==> src/rtl/seven_segment_scan_pkg.sv <==
// seven_segment_pkg: definitions shared by the seven-segment scanner.
//   - scan_state_e : scan FSM states (GAP = all digits dark, SHOW = one digit lit)
//   - GLYPH_TABLE  : active-high GFEDCBA glyphs for nibbles 0..F
//   - DASH_GLYPH   : glyph used for nibbles 10..15 in decimal mode
package seven_segment_pkg;

  typedef enum logic {
    ST_GAP  = 1'b0,
    ST_SHOW = 1'b1
  } scan_state_e;

  localparam logic [6:0] DASH_GLYPH = 7'b1000000;

  // Entry n is the glyph for nibble n; the concatenation runs from F down to 0.
  localparam logic [15:0][6:0] GLYPH_TABLE = {
    7'b1110001,  // F
    7'b1111001,  // E
    7'b1011110,  // d
    7'b0111001,  // C
    7'b1111100,  // b
    7'b1110111,  // A
    7'b1101111,  // 9
    7'b1111111,  // 8
    7'b0000111,  // 7
    7'b1111101,  // 6
    7'b1101101,  // 5
    7'b1100110,  // 4
    7'b1001111,  // 3
    7'b1011011,  // 2
    7'b0000110,  // 1
    7'b0111111   // 0
  };

endpackage

==> src/rtl/seven_segment_scan_if.sv <==
// seven_segment_scan_if: valid/ready load channel for the display value.
//   load_valid  master->slave  new display value offered
//   load_ready  slave->master  value is accepted on this cycle if valid
//   load_value  master->slave  4*DIGITS bits, nibble 0 = digit 0
//   load_dp     master->slave  decimal point per digit
interface seven_segment_scan_if #(
  parameter int DIGITS = 2
) ();
  logic                  load_valid;
  logic                  load_ready;
  logic [4*DIGITS-1:0]   load_value;
  logic [DIGITS-1:0]     load_dp;

  modport master (output load_valid, output load_value, output load_dp, input  load_ready);
  modport slave  (input  load_valid, input  load_value, input  load_dp, output load_ready);
endinterface

==> src/rtl/seg_glyph_decoder.sv <==
// seg_glyph_decoder: combinational nibble -> GFEDCBA glyph (active-high).
//   nibble_i   : value to display
//   hex_mode_i : 1 = hex glyphs, 0 = decimal (10..15 shown as a dash)
//   glyph_o    : segment pattern, bit 6 = G ... bit 0 = A
module seg_glyph_decoder
  import seven_segment_pkg::*;
(
  input  logic [3:0] nibble_i,
  input  logic       hex_mode_i,
  output logic [6:0] glyph_o
);
  always_comb begin
    glyph_o = GLYPH_TABLE[nibble_i];
    if (!hex_mode_i && (nibble_i > 4'd9)) glyph_o = DASH_GLYPH;
  end
endmodule

==> src/rtl/seven_segment_scan.sv <==
// seven_segment_scan: multiplexed seven-segment display driver.
// Ports:
//   clk, rst  : clock and synchronous active-high reset
//   load_if   : valid/ready channel (slave) carrying value + decimal points
//   hex_mode  : live glyph mode, 1 = hex, 0 = decimal
//   blank     : forces every digit off while the scan keeps running
//   seg, dp   : registered segments (GFEDCBA) and decimal point of active digit
//   dig_en    : registered one-hot digit enable
// Build option: define SEG_LEADING_ZERO_BLANK_EN to darken leading zero digits
// in decimal mode (digit 0 always shown, decimal points kept).
module seven_segment_scan
  import seven_segment_pkg::*;
#(
  parameter int DIGITS      = 2,
  parameter int REFRESH_DIV = 12000,
  parameter int GAP_CYCLES  = 8,
  parameter int ACTIVE_LOW  = 1
) (
  input  logic                    clk,
  input  logic                    rst,
  seven_segment_scan_if.slave     load_if,
  input  logic                    hex_mode,
  input  logic                    blank,
  output logic [6:0]              seg,
  output logic                    dp,
  output logic [DIGITS-1:0]       dig_en
);
  localparam int IDX_W   = (DIGITS > 1) ? $clog2(DIGITS) : 1;
  localparam int CNT_MAX = (REFRESH_DIV > GAP_CYCLES) ? REFRESH_DIV : GAP_CYCLES;
  localparam int CNT_W   = $clog2(CNT_MAX);
  localparam logic [CNT_W-1:0] SHOW_LAST = CNT_W'(REFRESH_DIV - 1);
  localparam logic [CNT_W-1:0] GAP_LAST  = CNT_W'((GAP_CYCLES > 0) ? GAP_CYCLES - 1 : 0);
  localparam logic [IDX_W-1:0] IDX_LAST  = IDX_W'(DIGITS - 1);
  localparam logic             OUT_INV   = (ACTIVE_LOW != 0);

  scan_state_e             state_q;
  logic [IDX_W-1:0]        idx_q;
  logic [CNT_W-1:0]        cnt_q;
  logic [DIGITS-1:0][3:0]  disp_val_q, pend_val_q;
  logic [DIGITS-1:0]       disp_dp_q, pend_dp_q;
  logic                    ready_q;  // low exactly while pending data waits
  logic [6:0]              seg_q;
  logic                    dp_q;
  logic [DIGITS-1:0]       dig_en_q;

  logic [IDX_W-1:0]        idx_nxt;
  logic                    gap_done, show_done, frame_start, commit, transfer;
  logic [6:0]              glyph;
  logic                    lead_zero;
  logic [DIGITS-1:0]       onehot;
  logic [6:0]              seg_d;
  logic                    dp_d;
  logic [DIGITS-1:0]       dig_en_d;

  assign idx_nxt   = (idx_q == IDX_LAST) ? '0 : idx_q + IDX_W'(1);
  assign gap_done  = (GAP_CYCLES == 0) || (cnt_q == GAP_LAST);
  assign show_done = (cnt_q == SHOW_LAST);

  // A frame starts on the edge that moves the FSM into SHOW with idx 0.
  always_comb begin
    frame_start = 1'b0;
    if (state_q == ST_GAP)     frame_start = gap_done && (idx_q == '0);
    else if (GAP_CYCLES == 0)  frame_start = show_done && (idx_nxt == '0);
  end

  // Commit needs ready low, transfer needs ready high, so they never collide;
  // a value captured on a frame start therefore waits for the next frame.
  assign commit   = frame_start && !ready_q;
  assign transfer = load_if.load_valid && ready_q;
  assign load_if.load_ready = ready_q;

  seg_glyph_decoder u_glyph (
    .nibble_i   (disp_val_q[idx_q]),
    .hex_mode_i (hex_mode),
    .glyph_o    (glyph)
  );

  for (genvar gi = 0; gi < DIGITS; gi++) begin : g_onehot
    assign onehot[gi] = (idx_q == IDX_W'(gi));
  end

`ifdef SEG_LEADING_ZERO_BLANK_EN
  // zero_above[i]: digits i..DIGITS-1 are all zero.
  logic [DIGITS-1:0] zero_above;
  always_comb begin
    zero_above = '0;
    zero_above[DIGITS-1] = (disp_val_q[DIGITS-1] == 4'd0);
    for (int i = DIGITS - 2; i >= 0; i--)
      zero_above[i] = (disp_val_q[i] == 4'd0) && zero_above[i+1];
  end
  assign lead_zero = !hex_mode && (idx_q != '0) && zero_above[idx_q];
`else
  assign lead_zero = 1'b0;
`endif

  // Active-high view of the pins; polarity is applied at the register.
  always_comb begin
    seg_d    = '0;
    dp_d     = 1'b0;
    dig_en_d = '0;
    if ((state_q == ST_SHOW) && !blank) begin
      dig_en_d = onehot;
      dp_d     = disp_dp_q[idx_q];
      if (!lead_zero) seg_d = glyph;
    end
  end

  always_ff @(posedge clk) begin
    if (rst) begin
      state_q    <= ST_GAP;
      idx_q      <= '0;
      cnt_q      <= '0;
      disp_val_q <= '0;
      disp_dp_q  <= '0;
      pend_val_q <= '0;
      pend_dp_q  <= '0;
      ready_q    <= 1'b1;
      seg_q      <= {7{OUT_INV}};
      dp_q       <= OUT_INV;
      dig_en_q   <= {DIGITS{OUT_INV}};
    end else begin
      seg_q    <= seg_d ^ {7{OUT_INV}};
      dp_q     <= dp_d ^ OUT_INV;
      dig_en_q <= dig_en_d ^ {DIGITS{OUT_INV}};

      if (commit) begin
        disp_val_q <= pend_val_q;
        disp_dp_q  <= pend_dp_q;
        ready_q    <= 1'b1;
      end else if (transfer) begin
        pend_val_q <= load_if.load_value;
        pend_dp_q  <= load_if.load_dp;
        ready_q    <= 1'b0;
      end

      case (state_q)
        ST_GAP: begin
          if (gap_done) begin
            state_q <= ST_SHOW;
            cnt_q   <= '0;
          end else begin
            cnt_q <= cnt_q + CNT_W'(1);
          end
        end
        ST_SHOW: begin
          if (show_done) begin
            cnt_q <= '0;
            idx_q <= idx_nxt;
            if (GAP_CYCLES != 0) state_q <= ST_GAP;
          end else begin
            cnt_q <= cnt_q + CNT_W'(1);
          end
        end
        default: state_q <= ST_GAP;
      endcase
    end
  end

  assign seg    = seg_q;
  assign dp     = dp_q;
  assign dig_en = dig_en_q;
endmodule

==> src/flat_wrapper.sv <==
// flat-port wrapper written by rule: the top's interface ports become plain ports
module seven_segment_scan_flat import seven_segment_pkg::*;
#(
  parameter int DIGITS      = 2,
  parameter int REFRESH_DIV = 12000,
  parameter int GAP_CYCLES  = 8,
  parameter int ACTIVE_LOW  = 1
)
  (clk, rst, hex_mode, blank, seg, dp, dig_en, load_if_load_valid, load_if_load_value, load_if_load_dp, load_if_load_ready);
  seven_segment_scan_if #(.DIGITS(DIGITS)) load_if_i ();
  input  logic clk;
  input  logic rst;
  input  logic hex_mode;
  input  logic blank;
  output logic [6:0] seg;
  output logic dp;
  output logic [DIGITS-1:0] dig_en;
  input wire logic [$bits(load_if_i.load_valid)-1:0] load_if_load_valid;
  input wire logic [$bits(load_if_i.load_value)-1:0] load_if_load_value;
  input wire logic [$bits(load_if_i.load_dp)-1:0] load_if_load_dp;
  output wire logic [$bits(load_if_i.load_ready)-1:0] load_if_load_ready;
  assign load_if_i.load_valid = load_if_load_valid;
  assign load_if_i.load_value = load_if_load_value;
  assign load_if_i.load_dp = load_if_load_dp;
  assign load_if_load_ready = load_if_i.load_ready;
  seven_segment_scan #(.DIGITS(DIGITS), .REFRESH_DIV(REFRESH_DIV), .GAP_CYCLES(GAP_CYCLES), .ACTIVE_LOW(ACTIVE_LOW)) u_core (.clk(clk), .rst(rst), .load_if(load_if_i), .hex_mode(hex_mode), .blank(blank), .seg(seg), .dp(dp), .dig_en(dig_en));
endmodule
==> config.mk <==
export PLATFORM = sky130hd
export DESIGN_NAME = seven_segment_scan_flat
export DESIGN_NICKNAME = d
export VERILOG_FILES = /design/src/rtl/seven_segment_scan_pkg.sv /design/src/rtl/seven_segment_scan_if.sv /design/src/rtl/seg_glyph_decoder.sv /design/src/rtl/seven_segment_scan.sv /design/src/flat_wrapper.sv
export SDC_FILE = /design/constraint.sdc
export NUM_CORES = 1
export LEC_CHECK = 0
export BUFFER_PORTS_ARGS = -buffer_cell sky130_fd_sc_hd__buf_2
export CORE_UTILIZATION = 57
export DETAILED_ROUTE_END_ITERATION = 8
export GPL_ROUTABILITY_DRIVEN = 0
export PLACE_DENSITY = 0.79
export SKIP_LAST_GASP = 1
export SLEW_MARGIN = 20
export SYNTH_ARGS = -nofsm -noshare
export SYNTH_HDL_FRONTEND = slang
export SYNTH_SLANG_ARGS = --single-unit
==> constraint.sdc <==
create_clock -name clk -period 2.4 [get_ports clk]
set_input_delay 0.12 -clock clk [delete_from_list [all_inputs] [get_ports clk]]
set_output_delay 0.12 -clock clk [all_outputs]
set_load 0.01 [all_outputs]
==> impl_metrics.json <==
{
  "status": "completed",
  "rsz0062_at_grt": "no",
  "initial_core_util_pct": 61.3,
  "drt_wl_total_mm": 4.24,
  "cp.required_ns": 2.67,
  "r2r_end": "u_core.seg[1]$_SDFF_PP1_",
  "syn_nets": 267,
  "clk_pin_slew_ns": 0.13,
  "cts_tree": "yes",
  "r2r_slack_ns": 0.33,
  "rows": 21,
  "period_minus_slack_ns": 2.07,
  "synth_edf_count": 0,
  "ctsHoldBuffers": 10,
  "dp.final_hpwl_mm": 2.90,
  "ys_warn_count": 0,
  "clock_sinks": 47,
  "io_pins": 26,
  "setup_viol": 0,
  "drc": 0,
  "cpPeakStageDelay_ns": 0.51,
  "crit_chain": "mux2i_1 -> inv_1 -> ha_1 -> o21ai_0 -> a21boi_0 -> buf_4 -> o311ai_0",
  "core-area_um2": 3420,
  "grt_use_total_pct": 23.5,
  "antenna_found_initial": 0,
  "viasPerCell": 5.56,
  "slew_headroom_pct": 62.1,
  "worst_hold_slack_ns": 0.0765,
  "synth_top_area_share_pct": 44.9,
  "syn_inst": 245,
  "grt.overflow.total": 0,
  "numPortBuffers": 25,
  "clockPowerShare_pct": 31.5,
  "path_class": "register to register",
  "ys_seq_area_share_pct": 44.9,
  "avgSynthCellArea_um2": 8.54,
  "first_iter_violations": 144,
  "wire_per_inst_um": 12.8,
  "leakagePower_nw": 0.914,
  "max_freq_mhz": 482,
  "ir_drop_mv": 0.429,
  "numCtsBuffers": 5,
  "post-route-period-util_pct": 86.4,
  "yosys-top-cells-area": "dfxtp_1 45%, a21oi_1 6.0%, nand2_1 5.7%",
  "critPathMaxFanout": 7,
  "vias": 1842,
  "layout-drive-gt1-share_pct": 17.9,
  "final_max_slew_viol_count": 0,
  "cp-start-kind": "register",
  "synth_top_cell_by_area": "dfxtp_1",
  "async_reset_ff_share_pct": 0,
  "grt_pass1_vias": 1615,
  "r2r_start": "u_core.idx_q$_SDFFE_PP0P_",
  "pwr-share-comb_pct": 6.2,
  "slowest_stage": "mux2i_1",
  "dieHeight_um": 62.6,
  "maxCapViolations": 0,
  "tightest_slew_ns": 0.567,
  "power.density_nw_per_um2": 530,
  "die_area_um2": 3920,
  "syn-cell-area_um2": 2090,
  "antenna_cells": 0,
  "fin_skew_ns": 0.0101,
  "area_delta_synth_final_pct": 16.9,
  "p_sw_share_pct": 22.6,
  "clkLatencyLatePin_ns": 0.36,
  "grt_pass1_wl_mm": 7.37,
  "critPathCaptureType": "register",
  "switching_power_w": 0.000293,
  "r2r_cells": 7,
  "critPathArrivalTime_ns": 2.35,
  "hold_path.class": "input pin to register",
  "die_x_um": 62.6,
  "cts.repair.resized": 0,
  "cts_setup_buffers": 0,
  "nets": 306,
  "synth_seq_cells": 47,
  "p_seq_share_pct": 62.3,
  "root_buffer": "clkbuf_4",
  "fin_setup_tns_ns": 0,
  "intPower_w": 0.00100,
  "cts_max_level": 2,
  "synthFlopType": "dfxtp_1",
  "grt_max_degree": 27,
  "cp-endpoint": "u_core.seg[1]$_SDFF_PP1_",
  "cts_buffer_depth": 2,
  "critPathLaunch": "u_core.idx_q$_SDFFE_PP0P_",
  "hold_viol": 0,
  "drtAntennaViolNets": 0,
  "firstDrtPassIters": 4,
  "synth_cell_types": 39
}
-- how the worst min path moves through the flow --
stage | end | slack [ns] | from | depth (start not counted)
after floorplan | u_core.pend_dp_q[0]$_SDFFE_PP0P_ | 0.26 | load_if_load_dp[0] | 2
after global placement | u_core.pend_val_q[7]$_SDFFE_PP0P_ | 0.36 | load_if_load_value[7] | 3
after detailed placement | u_core.pend_val_q[7]$_SDFFE_PP0P_ | 0.37 | load_if_load_value[7] | 3
after CTS | u_core.load_if.load_ready$_SDFFE_PP1P_ | 0.06 | load_if_load_valid | 4
after global routing | u_core.dp$_SDFF_PP1_ | 0.1 | blank | 4
final | u_core.load_if.load_ready$_SDFFE_PP1P_ | 0.08 | load_if_load_valid | 4
-- logic make-up (layout without fill, tap and decap cells) --
| kind of cell | count (synthesis) | in the layout | share of synthesized area, % |
|---|---|---|---|
| and+or+nand+nor | 106 | 106 | 25.5 |
| AOI/OAI and AO/OA | 48 | 48 | 12.7 |
| DFF | 47 | 47 | 44.9 |
| buffers and inverters | 18 | 58 | 4.06 |
| xor gates and xnor gates | 12 | 12 | 5.02 |
| adders and majority gates | 7 | 7 | 4.18 |
| muxes | 7 | 7 | 3.53 |
-- worst max-delay path: cells and delay by family, from the launching register on --
| kind | cells | cell delay (ns) |
|---|---|---|
| adder cells (fa/ha/maj) | 1 | 0.30 |
| flip-flops | 1 | 0.50 |
| buffers and inverters | 2 | 0.33 |
| multiplexers | 1 | 0.51 |
| AO/OA/AOI/OAI | 3 | 0.34 |
-- through the flow --
step	setup slack, ns	total power, W	instances	cell area, um^2	util [%]
2_1_floorplan	0.387	0.000869	245	2090	-
3_5_place_dp	0.356	0.000891	313	2280	66.7
4_1_cts	0.320	0.00130	331	2450	71.6
5_1_grt	0.125	0.00136	331	2450	71.6
3_3_place_gp	0.416	0.000890	313	2280	66.7
6_report	0.326	0.00130	331	2450	71.6
-- state kept, by name, indices dropped and copies added, names as in the netlist --
register,count
u_core.seg,7
u_core.dp,1
u_core.state_q,1
u_core.disp_val_q,8
u_core.disp_dp_q,2
u_core.dig_en,2
u_core.cnt_q,14
u_core.pend_val_q,8
u_core.idx_q,1
u_core.load_if.load_ready,1
u_core.pend_dp_q,2
-- final cells by class --
class	instances	area [um^2]
Inverter	7	26.3
Sequential cell	47	941
Clock buffer	8	68.8
Tap cell	46	57.6
Fill cell	278	970
Timing Repair Buffer	43	285
Multi-Input combinational cell	180	1070
-- power by group through the flow --
stage | registers [W] | clock network [W] | logic (W)
global placement | 0.000825 | 0 | 0.0000654
global route | 0.000811 | 0.000455 | 0.0000911
finish | 0.000808 | 0.000409 | 0.0000799
detailed placement | 0.000825 | 0 | 0.0000665
floorplan | 0.000823 | 0 | 0.0000462
CTS | 0.000808 | 0.000417 | 0.0000791
-- cell usage after synthesis (2+ instances only) --
library cell	count
dfxtp_1	47
nand2_1	32
a21oi_1	25
nor2_1	22
nand4_1	15
nand3_1	9
o21ai_1	9
ha_1	7
inv_1	7
nor3_1	7
clkbuf_1	6
xnor2_1	6
xor2_1	6
o21ai_0	5
mux2i_1	4
or2_2	4
mux2_2	3
nand2b_1	3
a211oi_1	2
and2_1	2
and3_1	2
buf_4	2
nor4_1	2
o31ai_1	2
or4_4	2
-- metal layers --
layer	vias to the layer above	track usage, %	routed length [um]
met5	-	0	0
met2	61	36.4	2010
met1	835	31.7	1940
met3	8	5.66	220
li1	938	-	-
met4	0	8.43	63
-- placed cells by master, fill, tap and decap left out, types with 3 or more instances in the layout --
master	count
dfxtp_1	47
nand2_1	32
a21oi_1	25
buf_2	25
nor2_1	22
nand4_1	15
dlygate4sd3_1	10
o21ai_1	9
nand3_1	9
buf_4	8
inv_1	7
nor3_1	7
ha_1	7
xnor2_1	6
xor2_1	6
o21ai_0	5
clkbuf_4	5
mux2i_1	4
or2_2	4
mux2_2	3
nand2b_1	3
Note: power is estimated with default switching activity, not from simulation.
